### src/rtl/snake_pkg.sv
// Shared types for the snake game: FSM states, move directions and coordinate widths.
package snake_pkg;

    localparam int X_W   = 6;
    localparam int Y_W   = 5;
    localparam int LEN_W = 5;

    typedef enum logic [2:0] {
        ST_IDLE,
        ST_RUN,
        ST_CALC,
        ST_MOVE,
        ST_OVER
    } state_t;

    // Opposite directions share bit 1 and differ in bit 0.
    typedef enum logic [1:0] {
        DIR_UP    = 2'b00,
        DIR_DOWN  = 2'b01,
        DIR_LEFT  = 2'b10,
        DIR_RIGHT = 2'b11
    } dir_t;

    function automatic logic is_reverse(input dir_t a, input dir_t b);
        return (a[1] == b[1]) && (a[0] != b[0]);
    endfunction

endpackage

### src/rtl/snake_body.sv
// Segment store for the snake: shift register of cells, self-collision compare and renderer probe.
module snake_body
    import snake_pkg::*;
#(
    parameter int MAX_LEN = 16,
    parameter int START_X = 20,
    parameter int START_Y = 15
) (
    input  logic             clk,
    input  logic             reset,
    input  logic             i_shift,
    input  logic [X_W-1:0]   i_new_x,
    input  logic [Y_W-1:0]   i_new_y,
    input  logic [LEN_W-1:0] i_length,
    input  logic             i_grow_pend,
    input  logic [X_W-1:0]   i_query_x,
    input  logic [Y_W-1:0]   i_query_y,
    output logic             o_occupied,
    output logic             o_hit,
    output logic [X_W-1:0]   o_head_x,
    output logic [Y_W-1:0]   o_head_y
);

    logic [X_W-1:0] r_seg_x [MAX_LEN];
    logic [Y_W-1:0] r_seg_y [MAX_LEN];

    always_ff @(posedge clk) begin
        if (reset) begin
            for (int i = 0; i < MAX_LEN; i++) begin
                r_seg_x[i] <= (i == 0) ? X_W'(START_X) : '0;
                r_seg_y[i] <= (i == 0) ? Y_W'(START_Y) : '0;
            end
        end else if (i_shift) begin
            for (int i = 0; i < MAX_LEN; i++) begin
                r_seg_x[i] <= (i == 0) ? i_new_x : r_seg_x[(i == 0) ? 0 : i - 1];
                r_seg_y[i] <= (i == 0) ? i_new_y : r_seg_y[(i == 0) ? 0 : i - 1];
            end
        end
    end

    // The tail cell is free to enter unless growth keeps it in place.
    always_comb begin
        int v_last;
        v_last     = int'(i_length) - (i_grow_pend ? 1 : 2);
        o_hit      = 1'b0;
        o_occupied = 1'b0;
        for (int i = 0; i < MAX_LEN; i++) begin
            if (i >= 1 && i <= v_last && r_seg_x[i] == i_new_x && r_seg_y[i] == i_new_y)
                o_hit = 1'b1;
            if (i < int'(i_length) && r_seg_x[i] == i_query_x && r_seg_y[i] == i_query_y)
                o_occupied = 1'b1;
        end
    end

    assign o_head_x = r_seg_x[0];
    assign o_head_y = r_seg_y[0];

endmodule

### src/rtl/snake_mover.sv
// Snake movement controller: direction capture, tick-driven move FSM, bounds/self-collision and growth.
module snake_mover
    import snake_pkg::*;
#(
    parameter int GRID_W  = 40,
    parameter int GRID_H  = 30,
    parameter int MAX_LEN = 16,
    parameter int START_X = 20,
    parameter int START_Y = 15
) (
    input  logic             clk_100MHz,
    input  logic             reset,
    input  logic             game_tick,
    input  logic             btn_up,
    input  logic             btn_down,
    input  logic             btn_left,
    input  logic             btn_right,
    input  logic             grow,
    input  logic [X_W-1:0]   query_x,
    input  logic [Y_W-1:0]   query_y,
    output logic             occupied,
    output logic [X_W-1:0]   head_x,
    output logic [Y_W-1:0]   head_y,
    output logic [LEN_W-1:0] length,
    output logic             move_done,
    output logic             game_over
);

    localparam logic signed [X_W:0] STEP_X = (X_W+1)'(1);
    localparam logic signed [Y_W:0] STEP_Y = (Y_W+1)'(1);

    state_t                 r_state, w_state_nxt;
    dir_t                   r_dir, r_pend_dir, w_btn_dir;
    logic                   r_grow;
    logic [LEN_W-1:0]       r_len;
    logic signed [X_W:0]    r_nx, w_cand_x;
    logic signed [Y_W:0]    r_ny, w_cand_y;
    logic                   w_btn_any, w_shift, w_hit, w_oob;

    always_comb begin
        w_btn_any = btn_up | btn_down | btn_left | btn_right;
        w_btn_dir = DIR_RIGHT;
        if (btn_up)         w_btn_dir = DIR_UP;
        else if (btn_down)  w_btn_dir = DIR_DOWN;
        else if (btn_left)  w_btn_dir = DIR_LEFT;
    end

    // Candidate head carries a sign bit so a step off the low edge is visible as negative.
    always_comb begin
        w_cand_x = $signed({1'b0, head_x});
        w_cand_y = $signed({1'b0, head_y});
        case (r_pend_dir)
            DIR_UP:   w_cand_y = w_cand_y - STEP_Y;
            DIR_DOWN: w_cand_y = w_cand_y + STEP_Y;
            DIR_LEFT: w_cand_x = w_cand_x - STEP_X;
            default:  w_cand_x = w_cand_x + STEP_X;
        endcase
    end

    assign w_oob = (int'(r_nx) < 0) || (int'(r_nx) >= GRID_W) ||
                   (int'(r_ny) < 0) || (int'(r_ny) >= GRID_H);

    always_ff @(posedge clk_100MHz) begin
        if (reset) r_state <= ST_IDLE;
        else       r_state <= w_state_nxt;
    end

    always_comb begin
        w_state_nxt = r_state;
        w_shift     = 1'b0;
        case (r_state)
            ST_IDLE: if (w_btn_any) w_state_nxt = ST_RUN;
            ST_RUN:  if (game_tick) w_state_nxt = ST_CALC;
            ST_CALC: w_state_nxt = (w_oob || w_hit) ? ST_OVER : ST_MOVE;
            ST_MOVE: begin
                w_state_nxt = ST_RUN;
                w_shift     = 1'b1;
            end
            ST_OVER: w_state_nxt = ST_OVER;
            default: w_state_nxt = ST_IDLE;
        endcase
    end

    always_ff @(posedge clk_100MHz) begin
        if (reset) begin
            r_dir      <= DIR_RIGHT;
            r_pend_dir <= DIR_RIGHT;
            r_grow     <= 1'b0;
            r_len      <= LEN_W'(1);
        end else begin
            case (r_state)
                ST_IDLE: if (w_btn_any) begin
                    r_dir      <= w_btn_dir;
                    r_pend_dir <= w_btn_dir;
                end
                ST_RUN, ST_CALC, ST_MOVE:
                    if (w_btn_any && !is_reverse(w_btn_dir, r_dir)) r_pend_dir <= w_btn_dir;
                default: ;
            endcase
            if (grow && r_state != ST_OVER) r_grow <= 1'b1;
            // A grow pulse landing on the MOVE cycle is folded into this move.
            if (w_shift) begin
                r_dir  <= r_pend_dir;
                r_grow <= 1'b0;
                if ((r_grow || grow) && int'(r_len) < MAX_LEN) r_len <= r_len + LEN_W'(1);
            end
        end
    end

    always_ff @(posedge clk_100MHz) begin
        if (r_state == ST_RUN && game_tick) begin
            r_nx <= w_cand_x;
            r_ny <= w_cand_y;
        end
    end

    snake_body #(
        .MAX_LEN (MAX_LEN),
        .START_X (START_X),
        .START_Y (START_Y)
    ) u_body (
        .clk         (clk_100MHz),
        .reset       (reset),
        .i_shift     (w_shift),
        .i_new_x     (r_nx[X_W-1:0]),
        .i_new_y     (r_ny[Y_W-1:0]),
        .i_length    (r_len),
        .i_grow_pend (r_grow),
        .i_query_x   (query_x),
        .i_query_y   (query_y),
        .o_occupied  (occupied),
        .o_hit       (w_hit),
        .o_head_x    (head_x),
        .o_head_y    (head_y)
    );

    assign length    = r_len;
    assign move_done = w_shift;
    assign game_over = (r_state == ST_OVER);

endmodule

### config.mk
export PLATFORM = sky130hd
export DESIGN_NAME = snake_mover
export DESIGN_NICKNAME = d
export VERILOG_FILES = /design/src/rtl/snake_pkg.sv /design/src/rtl/snake_body.sv /design/src/rtl/snake_mover.sv
export SDC_FILE = /design/constraint.sdc
export NUM_CORES = 1
export LEC_CHECK = 0
export CORE_MARGIN = 2
export CORE_UTILIZATION = 50
export DETAILED_ROUTE_END_ITERATION = 16
export GPL_TIMING_DRIVEN = 0
export PLACE_DENSITY = 0.66
export SLEW_MARGIN = 25
export SYNTH_ARGS = -nofsm -noshare
export SYNTH_HDL_FRONTEND = slang
export SYNTH_SLANG_ARGS = --single-unit
### constraint.sdc
create_clock -name clk_100MHz -period 11 [get_ports clk_100MHz]
set_clock_uncertainty 0.05 [all_clocks]
set_input_delay 1.1 -clock clk_100MHz [delete_from_list [all_inputs] [get_ports clk_100MHz]]
set_output_delay 1.1 -clock clk_100MHz [all_outputs]
set_load 0.02 [all_outputs]
==> results.json <==
{
  "crit_end": "occupied",
  "cts_setup_buffers": 0,
  "antenna_found_initial": 0,
  "clock_sinks": 202,
  "clkPwrFrac": 0.389,
  "async_flop_share": 0,
  "yosys-top-cells-area": "edfxtp_1, xnor2_1, xor2_1",
  "tns_ns": 0,
  "p_leak_nw": 5.12,
  "worstMarginPinSlew_ns": 0.999,
  "slew_headroom": 0.334,
  "io_pins": 38,
  "die-area_mm2": 0.0263,
  "intPower_mw": 1.49,
  "die_w_um": 162,
  "yosysWarnings": 0,
  "fin_cells": 1522,
  "wl_per_cell_um": 26.0,
  "htreeDepth": 1,
  "cts.reportedPaths.clkPinSlew_ns": 0.06,
  "fmax_ghz": 0.179,
  "yosysSeqAreaShare": 0.474,
  "p_per_area_mw_per_mm2": 147,
  "finalCritPeriodShare": 0.507,
  "grt_pass1_vias": 8941,
  "drive_gt1_frac": 0.0893,
  "dr.pass1.iters": 5,
  "synth.top_cell.area_share": 0.453,
  "hold_slack_ns": 0.573,
  "reg2reg_slack_ns": 6.90,
  "ctsHoldBuffers": 0,
  "p_switching_uw": 573,
  "synth_edf_count": 189,
  "ys_types": 54,
  "cp.arrival_ns": 4.42,
  "num_vias": 9232,
  "switching_share": 0.278,
  "start_util": 0.512,
  "grt_pass1_wl_mm": 58.4,
  "post-dp-hpwl_mm": 27.2,
  "synth_ff_type": "edfxtp_1",
  "drt-vias-per-instance": 6.07,
  "numCtsBuffers": 24,
  "core_mm2": 0.0245,
  "period_needed_ns": 5.57,
  "place.gp.congestion": 0.995,
  "rsz0062_at_grt": "false",
  "p_comb_frac": 0.155,
  "maxSlewViolCount": 0,
  "critPathSlowestCell": "clkbuf_1",
  "antenna_left": 0,
  "syn_inst": 1125,
  "rr_worst_depth": 13,
  "vdd_ir_drop_max_mv": 0.106,
  "num_rows": 57,
  "crit_start": "query_x[4]",
  "synth_fp_nets": 1161,
  "crit_type": "input pin to output port",
  "syn_area_mm2": 0.0125,
  "synth.largest_area_cell": "edfxtp_1",
  "cts_tree": "built",
  "nNetsFinal": 1216,
  "maxCapViolations": 0,
  "cts_resized": 0,
  "r2r-start": "length[1]",
  "grt_usage": 0.304,
  "n_antenna_cell": 0,
  "crit_chain": "clkbuf_1 -> buf_2 -> xor2_1 -> nor4_1 -> o2111ai_1 -> o311ai_0 -> or4_1 -> clkdlybuf4s50_1",
  "critPathMaxStageDelay_ns": 0.71,
  "postSynthAreaPerCell_um2": 11.1,
  "grt_overflow": 0,
  "clk_latency_ns": 0.53,
  "cts_root_buf": "clkbuf_16",
  "p_seq_frac": 0.456,
  "grt_max_degree": 52,
  "drc_errors": 0,
  "drt_iter0_drc": 1304,
  "finalHoldViolCount": 0,
  "setup_viol": 0,
  "path_max_fanout": 10,
  "worstSetupEndpointType": "output port",
  "cp.required_ns": 9.85,
  "syn_to_final_growth_pct": 12.4,
  "status": "finished, final reports clean",
  "critPathLaunchType": "input pin",
  "ys_ff_latch": 202,
  "dp_cells": 1478,
  "hp-class": "register to register",
  "cts_buffer_depth": 3,
  "pre_cts_ws_ns": 5.65,
  "fin_ws_ns": 5.43,
  "die_h_um": 162,
  "port_buffers": 25,
  "wirelength_mm": 39.6,
  "reg2reg_to": "r_state[2]"
}
worst min-delay path by stage:
stage                           from          to  depth (start not counted)
after floorplan               r_grow      r_grow                          2
after global placement        r_grow      r_grow                          2
after detailed placement  r_state[2]  r_state[1]                          1
after CTS                     r_grow      r_grow                          2
after global routing      r_state[2]  r_state[1]                          1
final                         r_grow      r_grow                          2
kinds of logic (layout without fill, tap and decap cells):
family                   after synthesis  after routing  synth area share
AND/OR/NAND/NOR                      365            365             0.173
XOR/XNOR                             359            359             0.252
flip-flops                           202            202             0.474
buffers and inverters                107            180            0.0402
AO/OA/AOI/OAI                         65             65            0.0335
adder cells (fa/ha/maj)               17             17            0.0188
multiplexers                          10             10           0.00849
cells in the mapped netlist, types with 3 or more instances:
cell type    n
or3_1        7
xnor2_1    254
clkbuf_1    43
nor2b_1     70
nand3_1     21
a21o_1       6
and3_1     102
a21oi_1     18
o21ai_0     12
buf_2       39
xor2_1     104
edfxtp_1   189
mux2_2       5
inv_1       12
nor3_1      19
o2111ai_1    3
nand2_1     21
ha_1        14
dfxtp_1     13
fa_1         3
nand4_1     53
nand2b_1     5
nor2_1      17
mux2i_1      5
buf_4       12
a31oi_1      6
nor4_1      36
placed cells by master, fill, tap and decap left out, types with 3 or more instances in the layout:
master and count:
nand2_1 20, nor4_1 36, or3_1 7, nor2_1 16, and3_1 102, nand4_1 53
nor2b_1 70, a31oi_1 6, xor2_1 104, inv_6 3, fa_1 3, o2111ai_1 3
clkbuf_16 25, ha_1 14, xnor2_1 254, buf_16 3, buf_4 12, nand3_1 21
dfxtp_1 13, inv_1 12, nor3_1 19, clkbuf_1 47, edfxtp_1 189, clkinv_2 6
nand2b_1 5, clkdlybuf4s50_1 25, a21o_1 6, buf_2 39, mux2i_1 5, mux2_2 5
a21oi_1 18, o21ai_0 12
registers in the layout, indices dropped and copies added (netlist names):
name            flops
length              5
u_body.r_seg_x     96
r_pend_dir          2
r_nx                7
r_ny                6
r_grow              1
r_dir               2
u_body.r_seg_y     80
r_state             3
per-layer routing:
metal / share of wire / wire length [µm] / track usage / up-vias
met4: 0.047 / 1880 / 0.134 / 0
met3: 0.097 / 3840 / 0.0526 / 124
li1: - / - / - / 4085
met2: 0.45 / 18000 / 0.476 / 540
met5: 0 / 0 / 0 / -
met1: 0.40 / 15900 / 0.417 / 4483
worst max-delay path: cells and delay by family:
kind,cells,cell delay (ns)
AO/OA/AOI/OAI,2,0.51
XOR/XNOR,1,0.18
buffers and inverters,3,1.88
AND/OR/NAND/NOR,2,0.74
per-stage QoR:
stage | util | area [µm²] | total power [mW]
floorplan | - | 12500 | 1.17
global placement | 0.539 | 13200 | 1.27
detailed placement | 0.543 | 13300 | 1.27
CTS | 0.575 | 14100 | 2.06
global route | 0.575 | 14100 | 2.12
finish | 0.575 | 14100 | 2.06
power by group through the flow:
stage / combinational, mW / clock, mW / sequential [mW]
after floorplan: 0.229 / 0 / 0.944
after global placement: 0.302 / 0 / 0.968
after detailed placement: 0.312 / 0 / 0.957
after CTS: 0.314 / 0.804 / 0.941
after global routing: 0.342 / 0.835 / 0.946
final: 0.320 / 0.802 / 0.942
final cells by class:
| cell class | count | area (µm²) |
|---|---|---|
| Inverter | 12 | 45.0 |
| Fill cell | 2110 | 10400 |
| Buffer | 95 | 458 |
| Multi-Input combinational cell | 816 | 6090 |
| Sequential cell | 202 | 5940 |
| Timing Repair Buffer | 29 | 353 |
| Clock inverter | 15 | 145 |
| Clock buffer | 29 | 641 |
| Tap cell | 324 | 405 |
Power figures use the tool's default switching activity.
